<file path="src/rtl/seg_serial_tx_if.sv">
// seg_serial_tx_if: frame request handshake between the segment-pattern mux and the serial transmitter
//   p_data/start : requester -> transmitter
//   busy/done    : transmitter -> requester
interface seg_serial_tx_if #(parameter int DATA_W = 64);
  logic [DATA_W-1:0] p_data;
  logic              start;
  logic              busy;
  logic              done;
  modport master (output p_data, start, input busy, done);
  modport slave  (input p_data, start, output busy, done);
endinterface

</file>
<file path="src/rtl/seg_serial_tx.sv">
// seg_serial_tx: parallel-to-serial transmitter feeding the external 7-segment shift-register chain
//   clk, rst (async, active-low) ; bus: p_data/start in, busy/done out
//   s_clk/sout : serial clock and data, chain samples on s_clk rising
//   s_clrn     : active-low chain clear ; en : display enable, low while loading
module seg_serial_tx #(
  parameter int DATA_W    = 64,
  parameter int CLK_DIV   = 2,
  parameter int MSB_FIRST = 1
) (
  input  logic             clk,
  input  logic             rst,
  seg_serial_tx_if.slave   bus,
  output logic             s_clk,
  output logic             s_clrn,
  output logic             sout,
  output logic             en
);
  localparam int DIV_W = CLK_DIV > 1 ? $clog2(CLK_DIV) : 1;
  localparam int BIT_W = $clog2(DATA_W);
  typedef enum logic [1:0] {IDLE, CLEAR, SHIFT, LATCH} state_t;
  state_t            state_q, state_d;
  logic [DIV_W-1:0]  div_q, div_d;
  logic [BIT_W-1:0]  bit_q, bit_d;
  logic [DATA_W-1:0] sr_q, sr_d, sr_nxt;
  logic              phase_q, phase_d;
  logic              s_clk_q, s_clk_d, s_clrn_q, s_clrn_d, sout_q, sout_d;
  logic              en_q, en_d, busy_q, busy_d, done_q, done_d;
  logic              tick, cur_bit, nxt_bit;
  assign tick    = div_q == DIV_W'(CLK_DIV - 1);
  assign sr_nxt  = MSB_FIRST != 0 ? {sr_q[DATA_W-2:0], 1'b0} : {1'b0, sr_q[DATA_W-1:1]};
  assign cur_bit = MSB_FIRST != 0 ? sr_q[DATA_W-1] : sr_q[0];
  assign nxt_bit = MSB_FIRST != 0 ? sr_nxt[DATA_W-1] : sr_nxt[0];
  always_comb begin
    state_d  = state_q;
    div_d    = tick ? '0 : DIV_W'(div_q + 1'b1);
    bit_d    = bit_q;
    sr_d     = sr_q;
    phase_d  = phase_q;
    s_clk_d  = s_clk_q;
    s_clrn_d = s_clrn_q;
    sout_d   = sout_q;
    en_d     = en_q;
    busy_d   = busy_q;
    done_d   = 1'b0;
    case (state_q)
      IDLE: begin
        div_d = '0;
        if (bus.start) begin
          state_d  = CLEAR;
          sr_d     = bus.p_data;
          busy_d   = 1'b1;
          s_clrn_d = 1'b0;
          en_d     = 1'b0;
        end
      end
      CLEAR: if (tick) begin
        state_d  = SHIFT;
        bit_d    = '0;
        phase_d  = 1'b0;
        s_clrn_d = 1'b1;
        sout_d   = cur_bit;
      end
      SHIFT: if (tick) begin
        if (!phase_q) begin
          phase_d = 1'b1;
          s_clk_d = 1'b1;
        end else if (bit_q == BIT_W'(DATA_W - 1)) begin
          state_d = LATCH;
          s_clk_d = 1'b0;
          sout_d  = 1'b0;
          en_d    = 1'b1;
        end else begin
          bit_d   = BIT_W'(bit_q + 1'b1);
          sr_d    = sr_nxt;
          sout_d  = nxt_bit;
          s_clk_d = 1'b0;
          phase_d = 1'b0;
        end
      end
      default: if (tick) begin
        state_d = IDLE;
        busy_d  = 1'b0;
        done_d  = 1'b1;
      end
    endcase
  end
  always_ff @(posedge clk or negedge rst)
    if (!rst) begin
      state_q  <= IDLE;
      div_q    <= '0;
      bit_q    <= '0;
      sr_q     <= '0;
      phase_q  <= 1'b0;
      s_clk_q  <= 1'b0;
      s_clrn_q <= 1'b1;
      sout_q   <= 1'b0;
      en_q     <= 1'b0;
      busy_q   <= 1'b0;
      done_q   <= 1'b0;
    end else begin
      state_q  <= state_d;
      div_q    <= div_d;
      bit_q    <= bit_d;
      sr_q     <= sr_d;
      phase_q  <= phase_d;
      s_clk_q  <= s_clk_d;
      s_clrn_q <= s_clrn_d;
      sout_q   <= sout_d;
      en_q     <= en_d;
      busy_q   <= busy_d;
      done_q   <= done_d;
    end
  assign s_clk    = s_clk_q;
  assign s_clrn   = s_clrn_q;
  assign sout     = sout_q;
  assign en       = en_q;
  assign bus.busy = busy_q;
  assign bus.done = done_q;
endmodule
</file>
<file path="src/flat_wrapper.sv">
// flat-port wrapper written by rule: the top's interface ports become plain ports
module seg_serial_tx_flat 
#(
  parameter int DATA_W    = 64,
  parameter int CLK_DIV   = 2,
  parameter int MSB_FIRST = 1
)
  (clk, rst, s_clk, s_clrn, sout, en, bus_p_data, bus_start, bus_busy, bus_done);
  seg_serial_tx_if #(.DATA_W(DATA_W)) bus_i ();
  input  logic clk;
  input  logic rst;
  output logic s_clk;
  output logic s_clrn;
  output logic sout;
  output logic en;
  input wire logic [$bits(bus_i.p_data)-1:0] bus_p_data;
  input wire logic [$bits(bus_i.start)-1:0] bus_start;
  output wire logic [$bits(bus_i.busy)-1:0] bus_busy;
  output wire logic [$bits(bus_i.done)-1:0] bus_done;
  assign bus_i.p_data = bus_p_data;
  assign bus_i.start = bus_start;
  assign bus_busy = bus_i.busy;
  assign bus_done = bus_i.done;
  seg_serial_tx #(.DATA_W(DATA_W), .CLK_DIV(CLK_DIV), .MSB_FIRST(MSB_FIRST)) u_core (.clk(clk), .rst(rst), .bus(bus_i), .s_clk(s_clk), .s_clrn(s_clrn), .sout(sout), .en(en));
endmodule
</file>
<file path="config.mk">
export PLATFORM = sky130hd
export DESIGN_NAME = seg_serial_tx_flat
export DESIGN_NICKNAME = d
export VERILOG_FILES = /design/src/rtl/seg_serial_tx_if.sv /design/src/rtl/seg_serial_tx.sv /design/src/flat_wrapper.sv
export SDC_FILE = /design/constraint.sdc
export NUM_CORES = 1
export LEC_CHECK = 0
export CAP_MARGIN = 15
export CORE_MARGIN = 10
export CORE_UTILIZATION = 45
export CTS_CLUSTER_SIZE = 30
export DETAILED_ROUTE_END_ITERATION = 10
export PLACE_DENSITY = 0.68
export SETUP_SLACK_MARGIN = 0.2
export SYNTH_ARGS = -nofsm -noshare
export SYNTH_HDL_FRONTEND = slang
export SYNTH_SLANG_ARGS = --single-unit
</file>
<file path="constraint.sdc">
create_clock -name clk -period 2.61 [get_ports clk]
set_input_delay 0.522 -clock clk [delete_from_list [all_inputs] [get_ports clk]]
set_output_delay 0.522 -clock clk [all_outputs]
set_load 0.05 [all_outputs]
</file>
After elaboration in Yosys (flattened, before gate mapping)
Cells that the tools add are included.
- output and inout port bits: 6
- input bits: 67
- flip-flop bits (word level): 80
- logic and storage cells: 80
- equal/unequal tests: 9
- bitwise gates (word level): 1
- reductions and logical operators: 16
- add/subtract/negate cells: 2
- multiplexer cells: 41
- operators by type and width (operator ; count):
    64-bit 2-to-1 mux ; 4
    64-bit one-hot mux with 2 select lines ; 1
    6-bit 2-to-1 mux ; 4
    1-bit 2-to-1 mux ; 19
    5-bit AND reduction ; 3
    2-bit 2-to-1 mux ; 6
    6-bit one-hot mux with 2 select lines ; 1
    1-bit one-hot mux with 2 select lines ; 5
    3-bit AND reduction ; 3
    2-bit by 1-bit inequality test with 1-bit output (second input constant) ; 4
    2-bit nonzero test ; 4
    6-bit by 1-bit adder with 6-bit output (second input constant) ; 1
    6-bit == test (second input constant) ; 1
    2-bit one-hot mux with 3 select lines ; 1
    6-bit AND reduction ; 1
    2-bit inequality test (second input constant) ; 2
    4-bit AND reduction ; 1
    3-bit OR reduction ; 1
    2-bit by 1-bit == test with 1-bit output (second input constant) ; 1
    2-bit == test (second input constant) ; 1
    2-bit zero test ; 1
    2-bit AND reduction ; 1
    2-bit OR reduction ; 1
    1-bit adder (second input constant) ; 1
    1-bit NOT ; 1

Logic depth before layout (Yosys ltp)
Gate-level depths: netlist of the first run.
- word-level depth: 5
- mapped depth: 9
- gate-level depth less buffers: 6

Worst setup path before layout of the first run
OpenSTA, ideal clock, no wires.
- kind: reg2reg
- from: register u_core.state_q[0]
- to: register u_core.sr_q[10]
- setup time: 0.078 ns
- arrival time: 1.770 ns
- clock period less this slack: 1.847 ns
- cell stages (with the launch flop): 8
- path slack: 0.763 ns
- data required time: 2.532 ns
- path buffers: 1
- cells stage by stage: dfrtp_1 > inv_1 > ha_1 > mux2_2 > nand2_1 > clkbuf_1 > o22ai_1 > a21oi_1
- word-level cells in the longest chain between the ends: 3
- elaborated cells on any way between the ends: 9
- classes of those cells: 5 x eq/ne; 1 x mux; 3 x reduce/logical
- ends and longest elaborated chain (item ; RTL line ; RTL):
    start, declared ; seg_serial_tx.sv:21 ; state_t state_q, state_d;
    start signal, assigned ; seg_serial_tx.sv:101 ; state_q <= state_d;
    2-bit == test or 2-bit zero test (tied branches) ; seg_serial_tx.sv:45 ; case (state_q)
    2-bit by 1-bit inequality test with 1-bit output (no line) (tied with other cells) ; - ;
    5-bit AND reduction (no line) ; - ;
    end signal, assigned ; seg_serial_tx.sv:104 ; sr_q <= sr_d;
    end, declared ; seg_serial_tx.sv:24 ; logic [DATA_W-1:0] sr_q, sr_d, sr_nxt;
Several ways; a longest one is shown, not always the timed one.
A chain may end at the register's enable or synchronous reset.

Final worst setup path of the first run
- from: register u_core.s_clrn_q, in the netlist u_core.s_clrn
- to: output s_clrn
- RTL lines (item ; RTL line ; RTL):
    start, declared ; seg_serial_tx.sv:26 ; logic s_clk_q, s_clk_d, s_clrn_q, s_clrn_d, sout_q, sout_d;
    start signal, assigned ; seg_serial_tx.sv:107 ; s_clrn_q <= s_clrn_d;
    end, declared ; flat_wrapper.sv:13 ; output logic s_clrn;
No word-level cell between the ends.

==> results of run 1 <==
worst paths after layout:
kind	start	end	depth (start not counted)	slack [ps]
worst max register to register	u_core.state_q[0]	u_core.sr_q[61]	8	420
min in group clk	u_core.s_clk	u_core.s_clk	2	490
worst min register to register	u_core.s_clk	u_core.s_clk	2	490
worst max-delay path	u_core.s_clrn	s_clrn	1	390
worst min-delay path	rst	u_core.bus.done	1	110
max in group asynchronous	rst	u_core.sr_q[32]	2	1890
through the flow:
step	cells	power (mW)	worst slack, ps	area (µm²)	hold slack [ps]
floorplan	398	1.27	763	3980	226
global placement	545	1.40	259	4790	480
detailed placement	545	1.40	207	4790	490
CTS	559	2.18	316	4940	120
global route	559	2.24	251	4940	134
finish	559	2.16	392	4940	110
registers in the layout, indices dropped and copies added (netlist names):
register         count
u_core.bit_q         6
u_core.bus.busy      1
u_core.bus.done      1
u_core.div_q         1
u_core.en            1
u_core.phase_q       1
u_core.s_clk         1
u_core.s_clrn        1
u_core.sout          1
u_core.sr_q         64
u_core.state_q       2
report_power, final:
group / switching, mW / leakage [nW] / internal, mW
clock network: 0.420 / 0.0794 / 0.362
logic: 0.0441 / 0.924 / 0.0933
registers: 0 / 1.09 / 1.24
cells in the mapped netlist, types with 2 or more instances:
cell type,instances,area share (%)
nand3_1,8,1.0
clkbuf_1,24,2.3
o21ai_0,7,0.88
o21a_1,2,0.38
o22ai_1,63,9.9
and2_1,2,0.31
dfrtp_1,79,50
nor3_1,3,0.38
mux2i_1,2,0.50
buf_2,17,2.1
ha_1,5,1.6
inv_1,9,0.85
o31ai_1,2,0.38
a21oi_1,71,8.9
o32ai_1,62,14
nand2b_1,2,0.31
nand2_1,11,1.0
nor2_1,8,0.75
routing by layer:
layer / global-route usage [%] / routed length (µm) / part of all wire (%) / vias up
li1: - / - / - / 1709
met1: 22.7 / 4860 / 45 / 1752
met2: 24.6 / 5250 / 49 / 98
met3: 3.41 / 469 / 4.4 / 16
met4: 6.68 / 200 / 1.9 / 0
met5: 0 / 0 / 0 / -
cells by family after synthesis:
family / after synthesis / synth area share, %
flops: 80 / 50.4
mux: 3 / 0.786
compound gates: 218 / 36.6
fa+ha+maj: 5 / 1.57
simple gates: 41 / 5.35
buf+inv: 51 / 5.35
layout make-up:
cell class                 count  area, µm²  share of cell area (%)
clock inverter                 1       5.00                   0.101
sequential                    80       2000                    40.5
timing repair buffer          81        840                    17.0
multi-input combinational    267       1780                    36.0
clock buffer                  13        149                    3.01
tap                          108        135                    2.73
inverter                       9       33.8                   0.683
timing repair:
item	in CTS	in global routing
setup endpoints to repair	0	47
hold buffers	0	0
gates resized for setup	0	1
endpoints found under the hold margin	0	0
==> impl_results.md, run 1 <==
- Final Cycle Share: 85.0%
- Crit-path max cell delay: 800 ps
- Ys flop type: dfrtp_1
- Routed wire per std cell: 19.3 µm
- Final core utilization: 57.0%
- Synth Register Bits: 80
- Post-CTS Repair Setup Buffers: 0
- Synth-to-Final Area Change: 24.3%
- Number of synthesized flops with an enable pin: 0
- Post-route minimum period: 2220 ps
- Req. time, crit path: 2090 ps
- Post-DP HPWL: 6.64 mm
- Lkg Pwr: 2.09 nW
- Setup Crit Path Kind: reg -> out
- First-pass GRT wire length: 18.0 mm
- Fin. Hold Viols: 0
- WL final: 10.8 mm
- Slew @ Worst Pin: 566 ps
- Initial Util: 45.8%
- DR iter-0 viols: 357
- CP arrival: 1700 ps
- Clock tree buffer depth: 2
- DR DRC count: 0
- Cts bufs inserted: 9
- Critical path launch point type: register
- Worst Setup End Kind: primary output
- Drt pass-1 iters: 5
- Sequential fraction of the synthesis area: 50.4%
- RePlAce Congestion: 0.839
- Fill cells: 778
- # setup viols final: 0
- Diode count: 0
- Clock transition at the registers of the reported paths: 80 ps
- Post-DR vias/cell: 6.40
- Clock latency on the worst-skew pair: 350 ps
- Async set-reset flop share out of synthesis: 100%
- Yosys warnings: 0
- CP max stage cell: clkdlybuf4s50_1
- Outcome: completed
- Vias in the first global route: 3539
- Hold Crit Class: in -> async
- Initial antenna violation count: 0
- CP Cell Sequence: clkdlybuf4s50_1
- # IOs: 73
- RSZ-0062 raised after global routing: no
- Nets: 520
- Max Clock Freq: 451 MHz
- Final ANT Viol Nets: 0
- Setup TNS: 0 ps
- Synthesized area per cell: 9.99 µm²
- H-tree depth: 3
- Synth Instances: 398
- CTS tree: done
- Total track usage: 16.5%
- DIE AREA: 13000 µm²
- Slew HR: 61.9%
- DIE WIDTH: 114 µm
- Grt ovf: 0
- Row count: 34
- Via count: 3575
- Layout cells sized above 1: 7.32%
- Worst-path fanout max: 3
- Most frequent cells in the layout: dfrtp_1 (79), a21oi_1 (71), clkdlybuf4s50_1 (71), o22ai_1 (63), o32ai_1 (62)
- Die height: 114 µm
- Commonest non-fill, non-tap cell in the layout: dfrtp_1
- Core area: 8680 µm²
- Slew Limit Fails: 0
- Port Buffer Count: 72
- Crit path max-delay family: buffers and inverters
- Buffers & Inverters on Critical Path: 1
- Sink Count: 80
- Synth cell types: 39
- PwrDens: 436 nW/µm²
- Clock root cell: clkbuf_8
- Post-Syn Area: 3980 µm²
- Peak VDD IR: 0.236 mV
- Max-Cap Viols: 0
- Syn Nets: 470
- Largest net degree at the start of global routing: 65
- Clk_skew: 10.3 ps
Power figures use the tool's default switching activity.
==> run 2: changes to the inputs <==
==> constraint.sdc (replaced) <==
create_clock -name clk -period 2.2 [get_ports clk]
set_input_delay 0.44 -clock clk [delete_from_list [all_inputs] [get_ports clk]]
set_output_delay 0.44 -clock clk [all_outputs]
set_load 0.05 [all_outputs]
==> impl_results.md, run 2 (synthesized netlist as in run 1, its figures left out) <==
- Outcome: completed
- Row count: 34 (unchanged)
- H-tree depth: 3 (unchanged)
- Most frequent cells in the layout: dfrtp_1 (79), a21oi_1 (71), clkdlybuf4s50_1 (67), o22ai_1 (62), o32ai_1 (58)
- Register area: 2000 µm² (unchanged)
- R2R Path End: u_core.sr_q[29]
- Worst Setup End Kind: primary output
- Drt pass-1 iters: 4 (-1)
- Clock transition at the registers of the reported paths: 80 ps (about the same)
- CP max stage cell: clkdlybuf4s50_1
- Vias in the first global route: 3617 (+2.2%)
- Post-route minimum period: 1930 ps
- CP arrival: 1490 ps (-210 ps)
- Tot Pwr: 2.61 mW (+21%)
- Initial antenna violation count: 0 (unchanged)
- First-pass GRT wire length: 18.0 mm (+0.27%)
- Logic gate share of total power: 6.4% (about the same)
- WHS: 76.0 ps (-34.4 ps)
- Routed wire per std cell: 19.4 µm (+0.83%)
- Crit-path max cell delay: 800 ps (about the same)
- Clock latency on the worst-skew pair: 340 ps (about the same)
- Post-DR vias/cell: 6.55 (+2.4%)
- Most flops, register: u_core.sr_q
- Internal Power: 2.02 mW (+19%)
- RSZ-0062 raised after global routing: yes
- Via count: 3734 (+4.4%)
- Diode count: 0 (unchanged)
- Sink Count: 80 (unchanged)
- PwrDens: 510 nW/µm² (+17%)
- # IOs: 73 (unchanged)
- Fill cells: 784 (+0.77%)
- RR Startpoint: u_core.state_q[0]
- Max reg flops: 64 (unchanged)
- Synth-to-Final Area Change: 28.7%
- Area of the multi-input gates: 1830 µm² (+3.1%)
- Clk_skew: 11.7 ps (+1.37 ps)
- DIE WIDTH: 114 µm (unchanged)
- Fin cells: 570 (+2.0%)
- DR iter-0 viols: 351 (-1.7%)
- Top flop regs: u_core.sr_q: 64 flops, u_core.bit_q: 6 flops, u_core.state_q: 2 flops
- Flop pwr share: 56.3% (-1.1 points)
- # setup viols final: 0 (unchanged)
- Max Clock Freq: 519 MHz
- Setup TNS: 0 ps (unchanged)
- Met3 Usage GRT: 3.36% (-0.052 points)
- Die height: 114 µm (unchanged)
- Most used routing layer: met2
- RePlAce Congestion: 0.859 (+2.4%)
- Initial Util: 45.8% (unchanged)
- Final ANT Viol Nets: 0 (unchanged)
- DR DRC count: 0 (unchanged)
- Setup Crit Path Kind: reg -> out
- Crit path max-delay family: buffers and inverters
- Fin. Hold Viols: 0 (unchanged)
- Core area: 8680 µm² (unchanged)
- Clock power share: 37.3% (+1.1 points)
- DIE AREA: 13000 µm² (unchanged)
- Area after DPL: 4840 µm² (+1.0%)
- Cts bufs inserted: 9 (unchanged)
- Peak VDD IR: 0.279 mV (+18%)
- CTS tree: done
- Port Buffer Count: 72 (unchanged)
- Grt ovf: 0 (unchanged)
- Largest net degree at the start of global routing: 63 (-3.1%)
- Layout cells sized above 1: 12.1% (+4.8 points)
- Clock root cell: clkbuf_8
- Dpl cells: 550 (+0.92%)
- Total track usage: 16.4% (-0.068 points)
- CP Cell Sequence: clkdlybuf4s50_1
- M2 GR Usage: 25.0% (+0.46 points)
- Req. time, crit path: 1760 ps (-330 ps)
- Nets: 529 (+1.7%)
- Commonest non-fill, non-tap cell in the layout: dfrtp_1
- Psw: 590 µW (+27%)
- WL final: 11.1 mm (+2.8%)
- Final Instance Area: 5120 µm² (+3.5%)
- Slew @ Worst Pin: 602 ps (+36.5 ps)
- Max-Cap Viols: 0 (unchanged)
- Slew HR: 59.4% (-2.5 points)
- Worst-path fanout max: 2 (-1)
- Hold Crit Class: in -> async
- Switching fraction of total power: 22.6% (+1.1 points)
- Worst-case reg-to-reg path depth: 7 (-1)
- Final Cycle Share: 87.6%
- R2R setup slack: 310 ps (-110 ps)
- Lkg Pwr: 2.17 nW (+3.8%)
- Critical path launch point type: register
- Slew Limit Fails: 0 (unchanged)
- Clock tree buffer depth: 2 (unchanged)
- GR Util met1: 22.5% (-0.18 points)
- Post-DP HPWL: 6.90 mm (+3.9%)
- Buffers & Inverters on Critical Path: 1 (unchanged)
-- run 2: power groups by stage --
stage | Clock [mW] | Sequential, mW | Combinational, mW
CTS | 1.00 | 1.47 | 0.170
detailed placement | 0 | 1.50 | 0.170
finish | 0.973 | 1.47 | 0.168
global placement | 0 | 1.50 | 0.171
global route | 1.07 | 1.47 | 0.180
floorplan | 0 | 1.50 | 0.00579
-- run 2: how the worst max path moves through the flow --
stage / cells after the start / start / endpoint / slack (ps)
floorplan: 7 / u_core.state_q[0] / u_core.sr_q[10] / 350
global placement: 6 / bus_start / u_core.sr_q[28] / 200
detailed placement: 6 / bus_start / u_core.sr_q[29] / 170
CTS: 7 / u_core.state_q[0] / u_core.sr_q[29] / 220
global route: 5 / u_core.bit_q[0] / u_core.sr_q[61] / 190
finish: 1 / u_core.s_clk / s_clk / 270
-- run 2: repair_timing --
item | CTS | global route
setup endpoints to repair | 4 | 65
hold buffers | 0 | 0
resized for setup | 4 | 14
hold endpoints to repair | 0 | 0
setup buffers | 0 | 3
pin swaps | 0 | 0
gates cloned | 0 | 1
-- run 2: metrics by stage --
stage | worst slack, ps | util [%]
after floorplan | 353 | -
after global placement | 204 | 55.7
after detailed placement | 167 | 55.7
after CTS | 221 | 57.7
after global routing | 193 | 59.0
final | 273 | 59.0
-- run 2: final cells by class --
cell class / instances / area share (%)
clock buffer: 11 / 2.76
clock inverter: 5 / 0.635
inverter: 9 / 0.660
multi-input combinational: 267 / 35.8
sequential: 80 / 39.1
tap: 108 / 2.64
timing repair buffer: 90 / 18.4
-- run 2: per-layer routing --
metal  wire length (µm)  vias to the layer above
met5                  0                        -
met2               5430                      132
met1               4930                     1864
li1                   -                     1730
met4                110                        0
met3                603                        8
==> run 3: changes to the inputs <==
==> constraint.sdc (replaced) <==
create_clock -name clk -period 2 [get_ports clk]
set_input_delay 0.4 -clock clk [delete_from_list [all_inputs] [get_ports clk]]
set_output_delay 0.4 -clock clk [all_outputs]
set_load 0.05 [all_outputs]
==> impl_results.md, run 3 (synthesized netlist as in run 1, its figures left out) <==
- Layout cells sized above 1: 21.4% (+9.2 points)
- Fill cells: 723 (-7.8%)
- Cts bufs inserted: 9 (unchanged)
- Slew HR: 56.7% (-2.7 points)
- Req. time, crit path: 2220 ps (+460 ps)
- Row count: 34 (unchanged)
- Clk_skew: 10.3 ps (-1.37 ps)
- Critical path launch point type: register
- Fin. Hold Viols: 0 (unchanged)
- Initial Util: 45.8% (unchanged)
- # IOs: 73 (unchanged)
- Grt ovf: 0 (unchanged)
- Diode count: 0 (unchanged)
- Via count: 3881 (+3.9%)
- Drt pass-1 iters: 5 (+1)
- Final Cycle Share: 90.5%
- Post-DP HPWL: 7.10 mm (+2.8%)
- Most frequent cells in the layout: dfrtp_1 (77), a21oi_1 (71), clkdlybuf4s50_1 (65), o32ai_1 (53), o22ai_1 (51)
- Most flops, register: u_core.sr_q
- Slew @ Worst Pin: 648 ps (+46.0 ps)
- Port Buffer Count: 72 (unchanged)
- Max reg flops: 64 (unchanged)
- Total track usage: 16.6% (+0.18 points)
- Worst-path fanout max: 33 (+31)
- Final ANT Viol Nets: 0 (unchanged)
- CTS tree: done
- Synth-to-Final Area Change: 40.7%
- DIE AREA: 13000 µm² (unchanged)
- Clock transition at the registers of the reported paths: 80 ps (about the same)
- Clock tree buffer depth: 2 (unchanged)
- Max-Cap Viols: 0 (unchanged)
- Vias in the first global route: 3553 (-1.8%)
- RSZ-0062 raised after global routing: yes
- Core area: 8680 µm² (unchanged)
- Post-route minimum period: 1810 ps
- DR iter-0 viols: 294 (-16%)
- CP arrival: 2030 ps (+540 ps)
- H-tree depth: 3 (unchanged)
- Top flop regs: u_core.sr_q: 64 flops, u_core.bit_q: 6 flops, u_core.state_q: 2 flops
- DIE WIDTH: 114 µm (unchanged)
- Sink Count: 80 (unchanged)
- Post-DR vias/cell: 6.52 (-0.43%)
- First-pass GRT wire length: 18.1 mm (+0.27%)
- Nets: 555 (+4.9%)
- Hold Crit Class: in -> async
- Commonest non-fill, non-tap cell in the layout: dfrtp_1
- Slew Limit Fails: 0 (unchanged)
- Largest net degree at the start of global routing: 37 (-41%)
- Cts hold-fix bufs: 0 (unchanged)
- Clock latency on the worst-skew pair: 350 ps (about the same)
- # setup viols final: 0 (unchanged)
- Lkg Pwr: 2.43 nW (+12%)
- Die height: 114 µm (unchanged)
- WL final: 12.3 mm (+11%)
- DR DRC count: 0 (unchanged)
- Setup TNS: 0 ps (unchanged)
- WHS: 19.2 ps (-56.7 ps)
- Initial antenna violation count: 0 (unchanged)
- PwrDens: 546 nW/µm² (+7.1%)
- Setup Crit Path Kind: reg -> reg
- Outcome: completed
- Max Clock Freq: 552 MHz
- Peak VDD IR: 0.333 mV (+19%)
- RePlAce Congestion: 0.770 (-10%)
- Worst Setup End Kind: register
- Clock root cell: clkbuf_8
- Routed wire per std cell: 20.7 µm (+6.4%)
run 3: through the flow:
stage / utilization (%) / power, mW / cells / cell area [µm²] / worst slack, ps
final: 64.5 / 3.05 / 595 / 5600 / 189
after global routing: 64.5 / 3.17 / 595 / 5600 / 112
after CTS: 60.1 / 3.07 / 577 / 5220 / 189
after detailed placement: 57.1 / 1.84 / 556 / 4950 / 49.6
after global placement: 57.1 / 1.84 / 556 / 4950 / 107
after floorplan: - / 1.66 / 398 / 4020 / 191
run 3: path summary, 6_finish.rpt:
kind	slack, ps	startpoint	endpoint	cells past startpoint
setup / recovery	190	u_core.state_q[0]	u_core.sr_q[39]	7
hold / removal	20	rst	u_core.sr_q[49]	1
setup reg to reg	190	u_core.state_q[0]	u_core.sr_q[39]	7
hold reg to reg	490	u_core.s_clk	u_core.s_clk	2
max in group asynchronous	1390	rst	u_core.sr_q[5]	2
min in group clk	490	u_core.s_clk	u_core.s_clk	2
run 3: cell type report:
class | instances | area [µm²] | area share [%]
clock buffers | 12 | 165 | 2.95
clock inverters | 3 | 40.0 | 0.716
inverters | 9 | 33.8 | 0.604
multi-input cells | 268 | 1980 | 35.3
flip-flops and latches | 80 | 2010 | 35.8
well taps | 108 | 135 | 2.42
repair buffers | 115 | 1240 | 22.2
run 3: critical path, cell delays in order, from the launching register on:
cell and delay [ps]:
dfrtp_1 430, inv_2 110, ha_4 190, mux2_4 210, nand3_4 130, buf_12 220, o32ai_1 270, a21oi_1 110
run 3: what timing repair did:
item,4_1_cts,5_1_grt
setup buffers,5,12
endpoints found under the setup margin,67,67
pin swaps,3,2
gates cloned,1,6
gates resized for setup,9,29
run 3: where the power goes:
group	internal [mW]	leakage, nW	switching, mW
Combinational	0.127	1.23	0.0639
Clock	0.669	0.108	0.578
Sequential	1.62	1.09	0
run 3: routing by layer:
metal  global-route usage [%]  part of all wire, %
met1                     22.8                   44
met2                     25.2                   48
met3                     4.51                  6.5
met4                     3.93                 0.83
met5                        0                    0
